--- src/rtl/ssd_sched_pkg.sv ---
// rtl/ssd_sched_pkg.sv - shared types, select constants and timing defaults for the digit scheduler
package ssd_sched_pkg;

    typedef enum logic [1:0] {
        SHOW_R     = 2'd0,
        BLANK_TO_L = 2'd1,
        SHOW_L     = 2'd2,
        BLANK_TO_R = 2'd3
    } mux_state_t;

    typedef enum logic [1:0] {
        ARMED     = 2'd0,
        HELD      = 2'd1,
        RELEASING = 2'd2
    } key_state_t;

    localparam logic SEL_RIGHT = 1'b0;
    localparam logic SEL_LEFT  = 1'b1;

    // Defaults for a 125 MHz system clock
    localparam int DEF_DWELL_CYCLES   = 312_500;
    localparam int DEF_BLANK_CYCLES   = 1_250;
    localparam int DEF_RELEASE_CYCLES = 125_000;

    // Counter width able to hold 0..n-1; a count of 1 still needs one bit
    function automatic int cnt_width(input int n);
        return (n <= 1) ? 1 : $clog2(n);
    endfunction

endpackage

--- src/rtl/key_release_filter.sv ---
// rtl/key_release_filter.sv - key acceptance FSM that re-arms only after a sustained release
module key_release_filter
    import ssd_sched_pkg::*;
#(
    parameter int RELEASE_CYCLES = DEF_RELEASE_CYCLES
) (
    input  logic clk,
    input  logic rst,
    input  logic key_valid,
    output logic accept
);

    localparam int RW = cnt_width(RELEASE_CYCLES);
    localparam logic [RW-1:0] REL_LAST = RW'(RELEASE_CYCLES - 1);

    key_state_t      state;
    logic [RW-1:0]   rel_cnt;

    // A key is taken exactly once, on the first cycle it is seen while armed
    assign accept = (state == ARMED) && key_valid;

    // Key state machine with release counter; short lows count as bounce and re-enter HELD
    always_ff @(posedge clk) begin
        if (rst) begin
            state   <= ARMED;
            rel_cnt <= '0;
        end else begin
            case (state)
                ARMED: begin
                    rel_cnt <= '0;
                    if (key_valid) state <= HELD;
                end
                HELD: begin
                    rel_cnt <= '0;
                    if (!key_valid) state <= RELEASING;
                end
                RELEASING: begin
                    if (key_valid) begin
                        state   <= HELD;
                        rel_cnt <= '0;
                    end else if (rel_cnt == REL_LAST) begin
                        state   <= ARMED;
                        rel_cnt <= '0;
                    end else begin
                        rel_cnt <= rel_cnt + 1'b1;
                    end
                end
                default: begin
                    state   <= ARMED;
                    rel_cnt <= '0;
                end
            endcase
        end
    end

endmodule

--- src/rtl/ssd_digit_scheduler.sv ---
// rtl/ssd_digit_scheduler.sv - two-digit capture register and blanked display multiplexer
module ssd_digit_scheduler
    import ssd_sched_pkg::*;
#(
    parameter int DWELL_CYCLES   = DEF_DWELL_CYCLES,
    parameter int BLANK_CYCLES   = DEF_BLANK_CYCLES,
    parameter int RELEASE_CYCLES = DEF_RELEASE_CYCLES
) (
    input  logic       clk,
    input  logic       rst,
    input  logic       key_valid,
    input  logic [3:0] key_code,
    input  logic       mode_manual,
    input  logic       sel_toggle,
    input  logic       clear,
    output logic [3:0] disp_val,
    output logic       disp_en,
    output logic       chip_sel,
    output logic [3:0] left_digit,
    output logic [3:0] right_digit,
    output logic       new_key
);

    localparam int MAXP = (DWELL_CYCLES > BLANK_CYCLES) ? DWELL_CYCLES : BLANK_CYCLES;
    localparam int MW   = cnt_width(MAXP);
    localparam logic [MW-1:0] DWELL_LAST = MW'(DWELL_CYCLES - 1);
    localparam logic [MW-1:0] BLANK_LAST = MW'(BLANK_CYCLES - 1);

    logic          accept;
    mux_state_t    mux_state;
    logic [MW-1:0] mux_cnt;
    logic          show_done;

    key_release_filter #(
        .RELEASE_CYCLES(RELEASE_CYCLES)
    ) u_key_filter (
        .clk      (clk),
        .rst      (rst),
        .key_valid(key_valid),
        .accept   (accept)
    );

    // A SHOW state ends on a toggle in manual mode, or after the dwell in auto mode
    always_comb begin
        show_done = 1'b0;
        if (mode_manual) show_done = sel_toggle;
        else             show_done = (mux_cnt == DWELL_LAST);
    end

    // Display multiplexer: chip_sel flips together with the start of a blank window
    always_ff @(posedge clk) begin
        if (rst) begin
            mux_state <= SHOW_R;
            mux_cnt   <= '0;
            chip_sel  <= SEL_RIGHT;
            disp_en   <= 1'b1;
        end else begin
            case (mux_state)
                SHOW_R, SHOW_L: begin
                    disp_en <= 1'b1;
                    if (show_done) begin
                        mux_state <= (mux_state == SHOW_R) ? BLANK_TO_L : BLANK_TO_R;
                        chip_sel  <= (mux_state == SHOW_R) ? SEL_LEFT : SEL_RIGHT;
                        disp_en   <= 1'b0;
                        mux_cnt   <= '0;
                    end else if (mode_manual) begin
                        mux_cnt <= '0;
                    end else begin
                        mux_cnt <= mux_cnt + 1'b1;
                    end
                end
                BLANK_TO_L, BLANK_TO_R: begin
                    if (mux_cnt == BLANK_LAST) begin
                        mux_state <= (mux_state == BLANK_TO_L) ? SHOW_L : SHOW_R;
                        disp_en   <= 1'b1;
                        mux_cnt   <= '0;
                    end else begin
                        disp_en <= 1'b0;
                        mux_cnt <= mux_cnt + 1'b1;
                    end
                end
                default: begin
                    mux_state <= SHOW_R;
                    chip_sel  <= SEL_RIGHT;
                    disp_en   <= 1'b1;
                    mux_cnt   <= '0;
                end
            endcase
        end
    end

    // Digit shift register; clear overrides a simultaneous capture and suppresses new_key
    always_ff @(posedge clk) begin
        if (rst) begin
            left_digit  <= 4'h0;
            right_digit <= 4'h0;
            new_key     <= 1'b0;
            disp_val    <= 4'h0;
        end else begin
            if (clear) begin
                left_digit  <= 4'h0;
                right_digit <= 4'h0;
                new_key     <= 1'b0;
            end else if (accept) begin
                left_digit  <= right_digit;
                right_digit <= key_code;
                new_key     <= 1'b1;
            end else begin
                new_key <= 1'b0;
            end
            disp_val <= (chip_sel == SEL_LEFT) ? left_digit : right_digit;
        end
    end

endmodule

--- config.mk ---
export PLATFORM = sky130hd
export DESIGN_NAME = ssd_digit_scheduler
export DESIGN_NICKNAME = d
export VERILOG_FILES = /design/src/rtl/ssd_sched_pkg.sv /design/src/rtl/key_release_filter.sv /design/src/rtl/ssd_digit_scheduler.sv
export SDC_FILE = /design/constraint.sdc
export NUM_CORES = 1
export LEC_CHECK = 0
export CAP_MARGIN = 20
export CORE_MARGIN = 5
export CORE_UTILIZATION = 60
export CTS_BUF_LIST = sky130_fd_sc_hd__clkbuf_16
export DETAILED_ROUTE_END_ITERATION = 8
export GPL_ROUTABILITY_DRIVEN = 0
export HOLD_SLACK_MARGIN = 0.08
export PLACE_DENSITY = 0.84
export REMOVE_ABC_BUFFERS = 1
export SYNTH_ARGS = -nofsm -noshare
export SYNTH_HDL_FRONTEND = slang
export SYNTH_HIERARCHICAL = 1
export SYNTH_SLANG_ARGS = --single-unit
--- constraint.sdc ---
create_clock -name clk -period 4.05 [get_ports clk]
set_input_delay 1.215 -clock clk [delete_from_list [all_inputs] [get_ports clk]]
set_output_delay 1.215 -clock clk [all_outputs]
set_load 0.05 [all_outputs]
==> results of run 1 <==
final timing paths:
check / endpoint / slack [ps] / cells after the start
setup / recovery: chip_sel / 1180 / 1
hold / removal: u_key_filter/rel_cnt[15] / 470 / 2
setup reg to reg: u_key_filter/state[1] / 1860 / 5
hold reg to reg: u_key_filter/rel_cnt[15] / 470 / 2
synthesized netlist by cell type (2+ instances only):
library cell   n  area share
and2_1         2      0.0051
nand2_1        9       0.014
nand2_2        2      0.0051
o21ai_0        3      0.0061
or3_1          3      0.0076
nor3_1         8       0.016
ha_1           7       0.036
buf_6          2      0.0092
o31ai_1        2      0.0061
clkbuf_1       5      0.0076
or2_2          2      0.0051
nand4b_1       2      0.0071
dfxtp_1       55        0.45
inv_1         11       0.017
a21oi_1        3      0.0061
xnor2_1       17       0.061
xor2_1        13       0.046
nor4b_1        2      0.0071
nor2_1        53       0.081
nand3_1       15       0.031
o31ai_4        2       0.017
nor4_2         3       0.015
nor4_1         6       0.015
and3_1         3      0.0076
a211oi_1       2      0.0061
nand4_1        5       0.013
mux2i_1       12       0.049
cell families (layout without fill, tap and decap cells):
| logic type | Yosys count | count (layout) | synth area share |
|---|---|---|---|
| compound gates | 19 | 19 | 0.0702 |
| xor+xnor | 30 | 30 | 0.107 |
| fa+ha+maj | 7 | 7 | 0.0356 |
| buf+inv | 20 | 45 | 0.0412 |
| flops | 55 | 55 | 0.448 |
| mux | 12 | 12 | 0.0488 |
| simple gates | 120 | 120 | 0.250 |
power groups by stage:
stage	logic [mW]	registers, mW	clock network, mW
floorplan	0.116	0.628	0
global placement	0.197	0.603	0
detailed placement	0.206	0.604	0
CTS	0.206	0.592	0.468
global route	0.226	0.596	0.492
finish	0.205	0.592	0.461
layout make-up:
| class | count | area (sq um) |
|---|---|---|
| Clock inverter | 2 | 33.8 |
| Sequential cell | 55 | 1100 |
| Clock buffer | 5 | 125 |
| Timing Repair Buffer | 26 | 255 |
| Fill cell | 296 | 1120 |
| Tap cell | 50 | 62.6 |
| Inverter | 12 | 45.0 |
| Multi-Input combinational cell | 188 | 1260 |
sequential cells by signal, indices dropped and copies added (netlist names):
register	flops
u_key_filter/rel_cnt	17
mux_state	2
mux_cnt	19
disp_val	4
chip_sel	1
new_key	1
disp_en	1
u_key_filter/state	2
left_digit	4
right_digit	4
per-layer routing:
layer  GRT usage  vias to the layer above  routed length (um)
met5           0                        -                   0
met4      0.0563                        0                  40
met3      0.0324                        5                 139
met2       0.306                       24                2150
met1       0.228                      849                2110
li1            -                      947                   -
cell usage in the layout, fill, tap and decap left out, types with 3 or more instances in the layout:
master / instances
a21oi_1: 3
and3_1: 3
clkbuf_16: 5
clkdlybuf4s50_1: 24
dfxtp_1: 55
ha_1: 7
inv_1: 12
mux2i_1: 12
nand2_1: 9
nand3_1: 15
nand4_1: 5
nor2_1: 53
nor3_1: 8
nor4_1: 6
nor4_2: 3
o21ai_0: 3
or3_1: 3
xnor2_1: 17
xor2_1: 13
metrics by stage:
stage	setup WS, ps	area [sq um]	hold WS (ps)	utilization
detailed placement	1130	2720	472	0.680
global placement	1190	2720	434	0.680
floorplan	1510	2400	426	-
CTS	1170	2880	477	0.720
global route	1110	2880	501	0.720
finish	1180	2880	472	0.720
==> flow_summary.yaml, run 1 <==
cts:
  cts_hold_buffers: 0
  cts_resized: 0
  clk_latency_ps: 290
  clockRootBuffer: "clkbuf_16"
  cts_tree: "built"
  clkSinkCount: 55
  clockBufferDepth: 2
  cts.clk_slew.worst_paths_ps: 70
  cts_made_buffers: 5
  post-cts-setup-buffer-count: 0
  h-tree-depth: 2
pwr:
  p_switching_uw: 326
  p_leak_nw: 0.964
  clockPowerShare: 0.366
  pwr-share-comb: 0.163
  power_density_nw_per_um2: 437
  power.total_mw: 1.26
  ir_worst_vdd_mv: 0.244
  p_sw_frac: 0.259
  power.internal_uw: 932
  power_frac_seq: 0.471
timing:
  fin_crit_sh: 0.708
  tns_ps: 0
  period_needed_ps: 2870
  worst_pin_slew_ps: 731
  skew_ps: 10.6
  max_freq_ghz: 0.349
  drv_slew: 0
  grt_setup_unrepaired: "false"
  slew_headroom: 0.513
  hold_viol_final: 0
  final-setup-viol-count: 0
floorplanning:
  fp.coreArea_sq_um: 4000
  num_rows: 23
  die_h_um: 74.0
  die_x_um: 74.0
  pin_count: 25
  die-area_sq_um: 5480
  start_util: 0.615
yosys:
  synthCells: 263
  ys.warnings.count: 6
  ys_seq_area_frac: 0.448
  ys_seq_elements: 55
  synth.cell_area_sq_um: 2460
  synth_edf_count: 0
  async_reset_ff_frac: 0
  synth_cell_types: 41
  synth-main-ff-cell: "dfxtp_1"
  avgSynthCellArea_sq_um: 9.35
setup_path:
  cpPeakStageDelay_ps: 870
  critPathMaxFanout: 6
  path_class: "reg2out"
  path_delay_family: "buffers and inverters"
  cpMaxStageDelayCell: "clkdlybuf4s50_1"
  crit_path_start_kind: "flop"
  r2r-start: "u_key_filter/rel_cnt[0]"
  path_cells: "clkdlybuf4s50_1"
  crit_buf_inv: 1
  cp.required_ps: 2830
  startpoint: "chip_sel"
  crit_path_end_kind: "primary output"
  critical_path_arrival_ps: 1650
global_routing:
  grt_use_total: 0.179
  grt_max_degree: 20
  grt_pass1_vias: 1783
  antenna_found_initial: 0
  overflow: 0
  grt_pass1_wl_um: 7810
route:
  routed_wl_um: 4440
  drt_iter0_markers: 131
  drt_pass1_iterations: 4
  drc: 0
  vias_per_cell: 5.40
  antenna_left: 0
  vias: 1825
  wl_per_cell_um: 13.1
finish:
  final_cells: 338
  insertedDiodeCount: 0
  area_delta_synth_final_pct: 17.1
  nets: 305
  drive_above_1_share: 0.0764
placed_design:
  dp_cells: 331
  hpwlAfterDp_um: 3090
  io_buffers: 24
outcome:
  status: "finished, final reports clean"
job:
  maxCapViolations: 0
hold_path:
  min_from: "u_key_filter/rel_cnt[15]"
  hold_path.class: "reg2reg"
Note: power is estimated with default switching activity, not from simulation.
==> run 2, diff against run 1 <==
--- a/config.mk
+++ b/config.mk
@@ -7,12 +7,12 @@
 export LEC_CHECK = 0
 export CAP_MARGIN = 20
 export CORE_MARGIN = 5
-export CORE_UTILIZATION = 60
+export CORE_UTILIZATION = 50
 export CTS_BUF_LIST = sky130_fd_sc_hd__clkbuf_16
 export DETAILED_ROUTE_END_ITERATION = 8
 export GPL_ROUTABILITY_DRIVEN = 0
 export HOLD_SLACK_MARGIN = 0.08
-export PLACE_DENSITY = 0.84
+export PLACE_DENSITY = 0.74
 export REMOVE_ABC_BUFFERS = 1
 export SYNTH_ARGS = -nofsm -noshare
 export SYNTH_HDL_FRONTEND = slang
==> constraint.sdc (replaced) <==
create_clock -name clk -period 2.6 [get_ports clk]
set_input_delay 0.78 -clock clk [delete_from_list [all_inputs] [get_ports clk]]
set_output_delay 0.78 -clock clk [all_outputs]
set_load 0.05 [all_outputs]
==> flow_summary.yaml, run 2 (synthesis results as in run 1) <==
timing:
  worst_pin_slew_ps: 693
  slew_headroom: 0.538
  skew_ps: 8.66
  hold_viol_final: 0
  grt_setup_unrepaired: "false"
  fin_crit_sh: 0.876
  final-setup-viol-count: 0
  finalWorstSetupSlack_ps: 322
  tns_ps: 0
  drv_slew: 0
  max_freq_ghz: 0.439
  hold_ws_ps: 464
  period_needed_ps: 2280
cts:
  clk_latency_ps: 290
  post-cts-setup-buffer-count: 0
  clockBufferDepth: 2
  h-tree-depth: 2
  cts_resized: 0
  cts_hold_buffers: 0
  cts.clk_slew.worst_paths_ps: 70
  clockRootBuffer: "clkbuf_16"
  cts_made_buffers: 5
  cts_tree: "built"
  clkSinkCount: 55
pwr:
  p_switching_uw: 521
  ir_worst_vdd_mv: 0.413
  p_sw_frac: 0.275
  power_frac_seq: 0.483
  clockPowerShare: 0.338
  pwr-share-comb: 0.178
  power.internal_mw: 1.37
  power_density_nw_per_um2: 650
  p_leak_nw: 0.970
  power.total_mw: 1.89
finish:
  nets: 308
  top_register: "mux_cnt"
  largest_register_ffs: 19
  layout_common_cells: "dfxtp_1 (55), nor2_1 (53), clkdlybuf4s50_1 (24)"
  layout_commonest_cell: "dfxtp_1"
  area_delta_synth_final_pct: 18.2
  insertedDiodeCount: 0
  drive_above_1_share: 0.0856
  reg.largest.list: "mux_cnt: 19 flops, u_key_filter/rel_cnt: 17 flops"
  fill_cells: 404
setup_path:
  critPathMaxFanout: 4
  critical_path_arrival_ps: 1500
  path_cells: "clkdlybuf4s50_1"
  r2r_slack_ps: 490
  cpPeakStageDelay_ps: 830
  cp.required_ps: 1820
  ff2ff_path_depth: 5
  path_delay_family: "buffers and inverters"
  startpoint: "right_digit[3]"
  path_class: "reg2out"
  crit_path_start_kind: "flop"
  r2r-end: "u_key_filter/state[1]"
  cpMaxStageDelayCell: "clkdlybuf4s50_1"
  crit_path_end_kind: "primary output"
  r2r-start: "u_key_filter/rel_cnt[0]"
  crit_buf_inv: 1
hold_path:
  min_from: "u_key_filter/rel_cnt[0]"
  hold_path.class: "reg2reg"
  whs_endpoint: "u_key_filter/rel_cnt[0]"
  min_path_cells: 1
floorplanning:
  start_util: 0.517
  die_x_um: 80.1
  pin_count: 25
  die-area_sq_um: 6420
  fp.coreArea_sq_um: 4750
  num_rows: 25
  die_h_um: 80.1
outcome:
  status: "finished, final reports clean"
global_routing:
  grt_pass1_vias: 1779
  grt_pass1_wl_um: 7860
  antenna_found_initial: 0
  overflow: 0
  grt_max_degree: 20
  grt_use_total: 0.152
placed_design:
  hpwlAfterDp_um: 3230
  place_ws_ps: 450
  io_buffers: 24
route:
  antenna_left: 0
  routed_wl_um: 4430
  vias_per_cell: 5.10
  drc: 0
  wl_per_cell_um: 12.3
  drt_iter0_markers: 80
  drt_pass1_iterations: 4
  vias: 1832
job:
  maxCapViolations: 0
[run 2: cell count changes in the layout (fill, tap and decap cells not counted), sizes merged]
cell	before	now
buf	2	5
bufinv	1	0
clkinv	0	2
[run 2: cell type report]
type | count | area, sq um | area share
Multi-Input combinational cell | 188 | 1260 | 0.433
Inverter | 12 | 45.0 | 0.0155
Clock inverter | 3 | 16.3 | 0.00560
Clock buffer | 5 | 125 | 0.0430
Sequential cell | 55 | 1100 | 0.379
Timing Repair Buffer | 29 | 278 | 0.0956
Tap cell | 67 | 83.8 | 0.0288
[run 2: through the flow]
stage               utilization  instances  instance area [sq um]
floorplan                     -        255                   2400
global placement          0.582        351                   2770
detailed placement        0.582        351                   2770
CTS                       0.611        359                   2910
global route              0.611        359                   2910
finish                    0.611        359                   2910
[run 2: per-layer routing]
layer,vias to the layer above,global-route usage,wire [um]
li1,954,-,-
met1,853,0.177,1990
met2,20,0.269,2270
met3,5,0.0381,107
met4,0,0.0541,57
met5,-,0,0
[run 2: power groups by stage]
stage                     logic, mW  clock network, mW  registers, mW
final                         0.337              0.640          0.914
after global routing          0.380              0.697          0.921
after CTS                     0.344              0.653          0.914
after detailed placement      0.342                  0          0.933
after global placement        0.329                  0          0.931
after floorplan               0.180                  0          0.978
[run 2: worst max path at each step]
stage                                to  cells after the start  slack, ps
2_1_floorplan             left_digit[0]                      4        490
3_3_place_gp   u_key_filter/rel_cnt[15]                      5        500
3_5_place_dp              left_digit[0]                      6        450
4_1_cts                  right_digit[0]                      1        320
5_1_grt                  right_digit[2]                      1        250
6_report                 right_digit[3]                      1        320
